===== src/rtl/ps2_host_tx_if.sv =====
// Host-side command channel of the PS/2 transmitter: byte handshake plus status pulses.
// The master supplies bytes; the slave (ps2_host_tx) reports readiness and outcome.
interface ps2_host_tx_if;
    logic [7:0] tx_data;
    logic       tx_valid;
    logic       tx_ready;
    logic       busy;
    logic       tx_done;
    logic       tx_error;

    modport master (
        output tx_data,
        output tx_valid,
        input  tx_ready,
        input  busy,
        input  tx_done,
        input  tx_error
    );

    modport slave (
        input  tx_data,
        input  tx_valid,
        output tx_ready,
        output busy,
        output tx_done,
        output tx_error
    );
endinterface


===== src/rtl/ps2_host_tx.sv =====
// PS/2 host-to-device byte transmitter: inhibits the clock, issues a request-to-send,
// shifts out start/data/parity/stop on device clock falling edges and checks the ACK.
module ps2_host_tx #(
    parameter int INHIBIT_CYCLES = 10_000,
    parameter int EDGE_TIMEOUT   = 1_500_000
) (
    input  logic            clk,
    input  logic            rst,
    ps2_host_tx_if.slave    tx,
    input  logic            ps2_clk_i,
    input  logic            ps2_data_i,
    output logic            ps2_clk_oe,
    output logic            ps2_data_oe
);
    typedef enum logic [2:0] {IDLE, INHIBIT, REQ, SEND, ACK, WAIT_IDLE} state_t;

    localparam int          INH_W    = (INHIBIT_CYCLES > 1) ? $clog2(INHIBIT_CYCLES) : 1;
    localparam logic [INH_W-1:0] INH_LAST = INH_W'(INHIBIT_CYCLES - 1);
    localparam logic [20:0] TO_LAST  = 21'(EDGE_TIMEOUT - 1);

    state_t             r_state;
    logic [INH_W-1:0]   r_inh_cnt;
    logic [20:0]        r_to_cnt;
    logic [3:0]         r_bit_cnt;
    logic [7:0]         r_byte;
    logic               r_parity;
    logic               r_clk_oe;
    logic               r_data_oe;
    logic               r_tx_done;
    logic               r_tx_error;

    logic               r_clk_s1, r_clk_s2, r_clk_prev;
    logic               r_dat_s1, r_dat_s2;
    logic               w_fall;
    logic               w_timeout;

    // Line synchronisers carry no reset: their contents are only acted on after SEND entry.
    always_ff @(posedge clk) begin
        r_clk_s1   <= ps2_clk_i;
        r_clk_s2   <= r_clk_s1;
        r_clk_prev <= r_clk_s2;
        r_dat_s1   <= ps2_data_i;
        r_dat_s2   <= r_dat_s1;
    end

    assign w_fall    = r_clk_prev & ~r_clk_s2;
    assign w_timeout = (r_to_cnt == TO_LAST);

    always_ff @(posedge clk) begin
        if (!rst) begin
            r_state    <= IDLE;
            r_inh_cnt  <= '0;
            r_to_cnt   <= '0;
            r_bit_cnt  <= '0;
            r_byte     <= '0;
            r_parity   <= 1'b0;
            r_clk_oe   <= 1'b0;
            r_data_oe  <= 1'b0;
            r_tx_done  <= 1'b0;
            r_tx_error <= 1'b0;
        end else begin
            r_tx_done  <= 1'b0;
            r_tx_error <= 1'b0;
            case (r_state)
                IDLE: begin
                    r_clk_oe  <= 1'b0;
                    r_data_oe <= 1'b0;
                    if (tx.tx_valid) begin
                        r_byte    <= tx.tx_data;
                        r_parity  <= ~^tx.tx_data;
                        r_inh_cnt <= '0;
                        r_clk_oe  <= 1'b1;
                        r_state   <= INHIBIT;
                    end
                end
                INHIBIT: begin
                    if (r_inh_cnt == INH_LAST) begin
                        r_data_oe <= 1'b1;
                        r_state   <= REQ;
                    end else begin
                        r_inh_cnt <= r_inh_cnt + 1'b1;
                    end
                end
                REQ: begin
                    // Releasing the clock with data still low is the request-to-send start bit.
                    r_clk_oe  <= 1'b0;
                    r_to_cnt  <= '0;
                    r_bit_cnt <= '0;
                    r_state   <= SEND;
                end
                SEND: begin
                    if (w_fall) begin
                        r_to_cnt  <= '0;
                        r_bit_cnt <= r_bit_cnt + 1'b1;
                        if (r_bit_cnt < 4'd8) begin
                            r_data_oe <= ~r_byte[r_bit_cnt[2:0]];
                        end else if (r_bit_cnt == 4'd8) begin
                            r_data_oe <= ~r_parity;
                        end else begin
                            r_data_oe <= 1'b0;
                            r_state   <= ACK;
                        end
                    end else if (w_timeout) begin
                        r_tx_error <= 1'b1;
                        r_clk_oe   <= 1'b0;
                        r_data_oe  <= 1'b0;
                        r_state    <= IDLE;
                    end else begin
                        r_to_cnt <= r_to_cnt + 1'b1;
                    end
                end
                ACK: begin
                    if (w_fall) begin
                        r_to_cnt <= '0;
                        if (!r_dat_s2) begin
                            r_state <= WAIT_IDLE;
                        end else begin
                            r_tx_error <= 1'b1;
                            r_state    <= IDLE;
                        end
                    end else if (w_timeout) begin
                        r_tx_error <= 1'b1;
                        r_clk_oe   <= 1'b0;
                        r_data_oe  <= 1'b0;
                        r_state    <= IDLE;
                    end else begin
                        r_to_cnt <= r_to_cnt + 1'b1;
                    end
                end
                WAIT_IDLE: begin
                    if (r_clk_s2 && r_dat_s2) begin
                        r_tx_done <= 1'b1;
                        r_state   <= IDLE;
                    end else if (w_fall) begin
                        r_to_cnt <= '0;
                    end else if (w_timeout) begin
                        r_tx_error <= 1'b1;
                        r_clk_oe   <= 1'b0;
                        r_data_oe  <= 1'b0;
                        r_state    <= IDLE;
                    end else begin
                        r_to_cnt <= r_to_cnt + 1'b1;
                    end
                end
                default: begin
                    r_clk_oe  <= 1'b0;
                    r_data_oe <= 1'b0;
                    r_state   <= IDLE;
                end
            endcase
        end
    end

    assign tx.tx_ready = (r_state == IDLE);
    assign tx.busy     = (r_state != IDLE);
    assign tx.tx_done  = r_tx_done;
    assign tx.tx_error = r_tx_error;
    assign ps2_clk_oe  = r_clk_oe;
    assign ps2_data_oe = r_data_oe;
endmodule


===== src/flat_wrapper.sv =====
// flat-port wrapper written by rule: the top's interface ports become plain ports
module ps2_host_tx_flat 
#(
    parameter int INHIBIT_CYCLES = 10_000,
    parameter int EDGE_TIMEOUT   = 1_500_000
)
  (clk, rst, ps2_clk_i, ps2_data_i, ps2_clk_oe, ps2_data_oe, tx_tx_data, tx_tx_valid, tx_tx_ready, tx_busy, tx_tx_done, tx_tx_error);
  ps2_host_tx_if tx_i ();
  input  logic clk;
  input  logic rst;
  input  logic ps2_clk_i;
  input  logic ps2_data_i;
  output logic ps2_clk_oe;
  output logic ps2_data_oe;
  input wire logic [$bits(tx_i.tx_data)-1:0] tx_tx_data;
  input wire logic [$bits(tx_i.tx_valid)-1:0] tx_tx_valid;
  output wire logic [$bits(tx_i.tx_ready)-1:0] tx_tx_ready;
  output wire logic [$bits(tx_i.busy)-1:0] tx_busy;
  output wire logic [$bits(tx_i.tx_done)-1:0] tx_tx_done;
  output wire logic [$bits(tx_i.tx_error)-1:0] tx_tx_error;
  assign tx_i.tx_data = tx_tx_data;
  assign tx_i.tx_valid = tx_tx_valid;
  assign tx_tx_ready = tx_i.tx_ready;
  assign tx_busy = tx_i.busy;
  assign tx_tx_done = tx_i.tx_done;
  assign tx_tx_error = tx_i.tx_error;
  ps2_host_tx #(.INHIBIT_CYCLES(INHIBIT_CYCLES), .EDGE_TIMEOUT(EDGE_TIMEOUT)) u_core (.clk(clk), .rst(rst), .tx(tx_i), .ps2_clk_i(ps2_clk_i), .ps2_data_i(ps2_data_i), .ps2_clk_oe(ps2_clk_oe), .ps2_data_oe(ps2_data_oe));
endmodule

===== config.mk =====
export PLATFORM = sky130hd
export DESIGN_NAME = ps2_host_tx_flat
export DESIGN_NICKNAME = d
export VERILOG_FILES = /design/src/rtl/ps2_host_tx_if.sv /design/src/rtl/ps2_host_tx.sv /design/src/flat_wrapper.sv
export SDC_FILE = /design/constraint.sdc
export NUM_CORES = 1
export LEC_CHECK = 0
export BUFFER_PORTS_ARGS = -buffer_cell sky130_fd_sc_hd__buf_4
export CORE_MARGIN = 2
export CORE_UTILIZATION = 45
export CTS_BUF_LIST = sky130_fd_sc_hd__clkbuf_16
export DETAILED_ROUTE_END_ITERATION = 8
export GPL_TIMING_DRIVEN = 0
export PLACE_DENSITY = 0.62
export SYNTH_ARGS = -nofsm -noshare
export SYNTH_HDL_FRONTEND = slang
export SYNTH_SLANG_ARGS = --single-unit

===== constraint.sdc =====
create_clock -name clk -period 3.7 [get_ports clk]
set_input_delay 0.555 -clock clk [delete_from_list [all_inputs] [get_ports clk]]
set_output_delay 0.555 -clock clk [all_outputs]
set_load 0.01 [all_outputs]

After elaboration in Yosys (flattened, before gate mapping):

Index checks and enable logic that the tools add are counted.
Widths: inputs -> output; s select.

* register bits: 60
* output and inout port bits: 6

* add/subtract/negate cells: 3
* order comparisons: 2
* equal/unequal tests: 16
* muxes and demuxes: 42
* bitwise gates (word level): 6
* reductions and logical operators: 16

Operator list (count)
* $mux 21: 3
* $pmux 21 s3: 1
* $mux 3: 10
* $mux 14: 2
* $pmux 14 s2: 1
* $add 21x1->21 const B: 1
* $eq 21x21->1 const B: 1
* $mux 1: 18
* $pmux 3 s6: 1
* $add 14x1->14 const B: 1
* $eq 14x14->1 const B: 1
* $reduce_and 2->1: 5
* $ne 3x3->1 const B: 3
* $pmux 4 s2: 1
* $reduce_xnor 8->1: 1
* $eq 3x2->1 const B: 2
* $eq 3x3->1 const B: 2
* $ne 2x2->1 const B: 3
* $reduce_and 3->1: 2
* $reduce_bool 3->1: 2
* $not 1->1: 5
* $pmux 1 s5: 1
* $reduce_and 5->1: 1
* $add 4x1->4 const B: 1
* other kinds (14): 16

Longest topological paths before layout:

Gate-level depths: netlist (run 1).

* depth in word-level cells: 6
* gate-level depth with buffers: 7
* gate-level depth less buffers: 6

Least setup slack after synthesis (run 1):

Ideal clock, no wire load.

* path kind: flip-flop to flip-flop
* start point: register u_core.r_to_cnt[0]
* end point: register u_core.r_data_oe, in the netlist u_core.ps2_data_oe
* setup time: 0.122 ns
* arrival: 1.599 ns
* setup slack: 1.980 ns
* stages on the path, launching flop included: 8
* path buffers: 1
* cell sequence: dfxtp_1 ha_1 and3_1 and4_1 buf_4 a21boi_2 o21a_1 o311a_1

* longest elaborated chain between the ends: 5

Ends and longest elaborated chain
* from (decl): line ps2_host_tx.sv:23 `logic [20:0] r_to_cnt;`
* from (signal assigned): line ps2_host_tx.sv:109 `r_to_cnt <= r_to_cnt + 1'b1;`
* from (signal assigned): line ps2_host_tx.sv:127 `r_to_cnt <= r_to_cnt + 1'b1;`
* from (signal assigned): line ps2_host_tx.sv:142 `r_to_cnt <= r_to_cnt + 1'b1;`
* $eq 21x21->1 *: line ps2_host_tx.sv:47 `assign w_timeout = (r_to_cnt == TO_LAST);`
* $mux 1 *
* $mux 1 (2 in a row)
* $pmux 1 s5 *
* to (signal assigned): line ps2_host_tx.sv:96 `r_data_oe <= ~r_byte[r_bit_cnt[2:0]];`
* to (signal assigned): line ps2_host_tx.sv:98 `r_data_oe <= ~r_parity;`
* to (decl): line ps2_host_tx.sv:28 `logic r_data_oe;`

Mark *: on every way between the ends. The rest lies on a longest branch, timed or not. The select of a mux whose other input is x is not followed.
A chain may end at the register's enable or synchronous reset.

Worst setup path in the final report (run 1):

* start point: register u_core.r_state[0]
* end point: output port tx_busy

* longest elaborated chain between the ends: 1

Ends and longest elaborated chain
* from (decl): line ps2_host_tx.sv:21 `state_t r_state;`
* from (signal assigned): line ps2_host_tx.sv:51 `r_state <= IDLE;`
* from (signal assigned): line ps2_host_tx.sv:73 `r_state <= INHIBIT;`
* from (signal assigned): line ps2_host_tx.sv:79 `r_state <= REQ;`
* $reduce_bool 3->1: line ps2_host_tx.sv:155 `assign tx.busy = (r_state != IDLE);`
* to (decl): line flat_wrapper.sv:18 `output wire logic [$bits(tx_i.busy)-1:0] tx_busy;`

Every way passes these cells.

==> metrics.txt, run 1 <==
# setup viols final=0; max frequency=488 MHz; initial drt markers=149; CTS Buf Count=9; Layout Utilization=55.3%; Synth Area per Inst=8.55 um2; Num Clock Sinks=60; full die area=0.00783 mm2; hold depth=1; total gr overflow=0; drt via density=5.51; initial antenna violation count=0; register bit total from synthesis=60; worst-skew pair later-pin latency=0.33 ns; site row count=30; GRT Total Usage=19.9%; worst-case reg-to-reg path depth=7; Hold Buf Count CTS=0; CP required=3.14 ns; unrepaired setup endpoints after global routing=no; Synth area leaders=dfxtp_1 37%, xnor2_1 8.2%, nand2_1 5.7%; Worst Skew=0.00458 ns; hpwl dp=5.06 mm; die width=88.5 um; Ports=19; CP arrival=1.49 ns; Final Max Slew Viols=0; ys flop type=dfxtp_1; EDFF count, synth=0; Final Non-Filler Cells=506; post-synthesis sequential area ratio=37.4%; Syn. warnings=0; Final WS setup=1.65 ns; post-synth net total=392; DR WL/cell=14.1 um; htree depth=3; Vias=2790; routability cong.=0.860; aggregate routed wire length=7.13 mm; placed cell count=490; Post-DRT Antenna Nets=0; DR pass1 iterations=5; post_cts resized=0; maxcap violations=0; Core Region=0.00687 mm2; Yosys cell types=57; Syn Inst Count=376; DRC viols=0; DIE HEIGHT=88.5 um; CTS max path bufs=2; starting density of the core=46.8%; slew margin rel.=64.2%; Post-Syn Area=0.00321 mm2; Worst setup SP type=flop; largest net degree at the start of global routing=13; setup_tns=0 ns; CP Class=flop to output port; Worst Tran Pin Value=0.536 ns; Lkg Pwr=1.28 nW; fin crit share=55.4%; CTS tree=yes; worst hold path type=input pin to flop; first-pass GRT wire length=12.2 mm; antenna cells=0; layout cells sized above 1=16.8%; top cell type's share of synthesized area=37.4%; Crit. End Element=output port; NumNets Final=421; clk root buf=clkbuf_16; ys async rst share=0%; Synth area leader=dfxtp_1; IO buf count=18; number of global-route vias before repair=2507; status=finished, final reports clean; Tmin final=2.05 ns; pre-CTS setup slack=1.64 ns; crit-path max FO=10; Final Hold Viols=0; Power Density=469 mW/mm2; area delta synth->final=18.1%; peak supply drop=0.227 mV; Clock transition at path regs=0.06 ns; post-CTS setup buffer count=0
-- flip-flops by register name, indices dropped and copies added, names as in the netlist, 3 cells and up --
name	count
u_core.r_to_cnt	21
u_core.r_inh_cnt	14
u_core.r_byte	8
u_core.r_bit_cnt	4
u_core.r_state	3
-- per-layer routing --
metal | track usage, % | vias up | share of wire [%]
met4 | 7.99 | 0 | 1.6
met5 | 0 | - | 0
met1 | 28.9 | 1287 | 52
met2 | 28.3 | 66 | 42
met3 | 4.76 | 10 | 4.1
li1 | - | 1427 | -
-- layout by cell type, fill, tap and decap left out, types with 4 or more instances in the layout --
cell       count
nor2_1        44
dfxtp_1       60
nor3_1         8
nand2b_1       4
and2_1         4
xnor2_1       30
nand4_1        5
nand3_1       16
buf_4         21
buf_2         10
clkbuf_1       5
and3_1         6
nor4_2         7
a211oi_1       7
xor2_1         4
a21oi_1       28
and4_1         6
clkbuf_16      9
o21ai_0        8
nand2_1       49
inv_1          5
a311oi_1       6
-- synthesized netlist by cell type, types with 4 or more instances --
cell / count
dfxtp_1: 60
nand2_1: 49
nor2_1: 44
xnor2_1: 30
a21oi_1: 28
nand3_1: 16
buf_2: 10
nor3_1: 8
o21ai_0: 8
a211oi_1: 7
nor4_2: 7
a311oi_1: 6
and3_1: 6
and4_1: 6
clkbuf_1: 5
inv_1: 5
nand4_1: 5
and2_1: 4
nand2b_1: 4
xor2_1: 4
-- logic make-up after synthesis --
kind of cell	count (synthesis)	synth area share, %
flops	60	37.4
fa+ha+maj	3	1.17
xor+xnor	34	9.26
compound gates	78	17.1
mux	6	3.00
simple gates	171	28.6
buf+inv	24	3.54
-- per-stage QoR --
stage	power (mW)	area (um2)	hold slack, ns
floorplan	0.826	3210	0.310
global placement	0.886	3470	0.310
detailed placement	0.886	3470	0.313
CTS	1.80	3800	0.312
global route	1.85	3800	0.313
finish	1.78	3800	0.324
-- power breakdown --
group	internal (mW)	switching, mW	total, mW	leakage [nW]
Sequential	0.666	0.0149	0.681	0.487
Clock	0.592	0.315	0.907	0.152
Combinational	0.0770	0.115	0.192	0.643
Total	1.34	0.445	1.78	1.28
-- cell type report --
class	instances	area, um2
well taps	96	120
plain buffers	18	91.3
inverters	6	22.5
clock inverters	7	101
flip-flops and latches	60	1200
fillers	632	3070
clock buffers	9	225
repair buffers	18	135
multi-input cells	292	1900
-- worst paths after layout --
kind | start | endpoint | slack [ns]
worst min register to register | u_core.r_clk_s1 | u_core.r_clk_s2 | 0.32
worst max register to register | u_core.r_to_cnt[0] | u_core.ps2_clk_oe | 1.74
worst min-delay path | ps2_clk_i | u_core.r_clk_s1 | 0.32
worst max-delay path | u_core.r_state[0] | tx_busy | 1.65
-- worst max-delay path, stage by stage (launching register included) --
cell	delay [ns]
dfxtp_1	0.33
buf_4	0.17
nor3_1	0.44
inv_1	0.08
buf_4	0.15
(Power assumes the default switching activity.)
==> run 2, diff against run 1 <==
- PLACE_DENSITY: 0.62 -> 0.64
- clock period: 3.7 -> 1.8 ns (I/O delays scaled with it)
==> run 2 against run 1 <==
Non-clock buffer count rose by 14. Critical path type is now flop to flop. Sequential share of layout area fell by 1.1 points. Worst hold slack worse by 0.27 ns. Die area unchanged. Power up 83%. Register-to-register slack lost 1.7 ns.
==> metrics.txt, run 2 (same netlist as run 1, synthesis figures left out) <==
status=finished, final reports clean; crit path cell chain=ha_1 > and3_1 > nand4_1 > buf_4 > a211oi_2 > o211ai_1 > a21oi_1; Num Clock Sinks=60 (unchanged); NumNets Final=435 (+3.3%); site row count=30 (unchanged); Ports=19 (unchanged); full die area=0.00783 mm2 (unchanged); Final Hold Viols=0 (unchanged); Clock transition at path regs=0.05 ns (about the same); largest net degree at the start of global routing=11 (-2); CP arrival=2.04 ns (+0.55 ns); Lkg Pwr=1.37 nW (+7.0%); peak supply drop=0.471 mV (+110%); hold depth=1 (unchanged); clk root buf=clkbuf_16; die width=88.5 um (unchanged); total gr overflow=0 (unchanged); antenna cells=0 (unchanged); CTS Buf Count=9 (unchanged); pre-CTS setup slack=-0.191 ns (-1.83 ns); reg2reg start=u_core.r_inh_cnt[0]; drt via density=5.53 (+0.36%); hold worst-path end=u_core.r_clk_s1; CP max stage cell=dfxtp_1; Multi-input gate area=0.00204 mm2 (+7.4%); Post-DRT Antenna Nets=0 (unchanged); Worst setup SP type=flop; area delta synth->final=24.3%; DR pass1 iterations=4 (-1); first-pass GRT wire length=12.5 mm (+3.2%); htree depth=3 (unchanged); CP required=2.04 ns (-1.10 ns); number of global-route vias before repair=2728 (+8.8%); Worst Skew=0.00630 ns (+0.00172 ns); maxcap violations=0 (unchanged); total chip power=3.25 mW (+83%); worst-case reg-to-reg path depth=7 (unchanged); Tmin final=1.80 ns; worst min-delay path startpoint=ps2_clk_i; CP Class=flop to flop; FF+latch area=0.00122 mm2 (+1.6%); # setup viols final=0 (unchanged); Final Max Slew Viols=0 (unchanged); DRC viols=0 (unchanged); Crit. End Element=flop; Regs by FF count=u_core.r_to_cnt: 21 flops, u_core.r_inh_cnt: 14 flops, u_core.r_byte: 8 flops; initial drt markers=257 (+72%); DR WL/cell=14.5 um (+3.3%); crit-path max FO=4 (-6); slew margin rel.=64.3% (about the same); GRT Total Usage=20.5% (+0.55 points); Power Density=814 mW/mm2 (+74%); slowest stage delay, CP=0.38 ns (-0.06 ns); register-to-register setup slack=0.001 ns (-1.74 ns); FF-to-FF End=u_core.r_state[1]; Vias=2872 (+2.9%); routability cong.=0.915 (+6.4%); filler instances=620 (-1.9%); most common cell after layout, fill and taps aside=dfxtp_1; starting density of the core=46.8% (unchanged); Hold Buf Count CTS=0 (unchanged); fin crit share=99.9%; hpwl dp=5.17 mm (+2.2%); unrepaired setup endpoints after global routing=yes; CTS max path bufs=2 (unchanged); worst hold path type=input pin to flop; Core Region=0.00687 mm2 (unchanged); max frequency=556 MHz; initial antenna violation count=0 (unchanged); Worst Tran Pin Value=0.536 ns (-0.000878 ns); worst-skew pair later-pin latency=0.32 ns (about the same); most frequent cells in the layout=51 x dfxtp_1, 46 x nand2_1, 43 x nor2_1; CTS tree=yes; max reg flops=21 (unchanged); DIE HEIGHT=88.5 um (unchanged); IO buf count=18 (unchanged); Final WS setup=0.00133 ns (-1.65 ns); most flop-heavy register=u_core.r_to_cnt; aggregate routed wire length=7.55 mm (+5.9%); layout cells sized above 1=25.8% (+8.9 points)
[run 2: critical path: cells and delay by family, from the launching register on]
kind	cells	cell delay [ns]
adders and majority gates	1	0.20
and+or+nand+nor	2	0.38
DFF	1	0.38
AOI/OAI and AO/OA	3	0.54
buffers and inverters	1	0.21
[run 2: layout make-up]
class,instances,area share (%)
Multi-Input combinational cell,292,51.0
Sequential cell,60,30.5
Timing Repair Buffer,32,5.95
Clock buffer,9,5.64
Tap cell,96,3.01
Buffer,18,2.69
Clock inverter,6,0.595
Inverter,6,0.564
[run 2: report_power, final]
group | leakage [nW] | switching [mW] | internal [mW]
clock network | 0.126 | 0.531 | 0.892
registers | 0.492 | 0.0359 | 1.37
logic | 0.754 | 0.250 | 0.176
total | 1.37 | 0.818 | 2.44
[run 2: timing repair]
action,CTS,global route
buffers inserted,2,11
pin swaps,2,10
endpoints found under the setup margin,29,38
gates cloned,1,0
resized for setup,17,29
[run 2: worst max path at each step]
stage | startpoint | to | depth (start not counted)
after floorplan | u_core.r_to_cnt[0] | u_core.ps2_data_oe | 7
after global placement | u_core.r_state[0] | u_core.r_inh_cnt[2] | 6
after detailed placement | u_core.r_state[0] | u_core.r_inh_cnt[8] | 6
after CTS | u_core.r_inh_cnt[11] | u_core.ps2_data_oe | 5
after global routing | u_core.r_inh_cnt[0] | u_core.r_state[2] | 7
final | u_core.r_inh_cnt[0] | u_core.r_state[1] | 7
[run 2: layer usage]
| layer | track usage (%) | routed length, um | vias to the layer above |
|---|---|---|---|
| met2 | 30.3 | 3360 | 80 |
| met5 | 0 | 0 | - |
| met1 | 29.5 | 3690 | 1320 |
| li1 | - | - | 1461 |
| met3 | 4.01 | 399 | 11 |
| met4 | 7.58 | 100 | 0 |
[run 2: metrics by stage]
step           cells  cell area, um2  hold WS, ns   TNS, ns  util [%]
2_1_floorplan    376            3210        0.298         0         -
3_3_place_gp     490            3470        0.313     -3.30      50.5
3_5_place_dp     490            3470        0.312     -3.60      50.5
4_1_cts          508            3800       0.0483  -0.00768      55.4
5_1_grt          519            4000       0.0485    -0.188      58.2
6_report         519            4000       0.0567         0      58.2
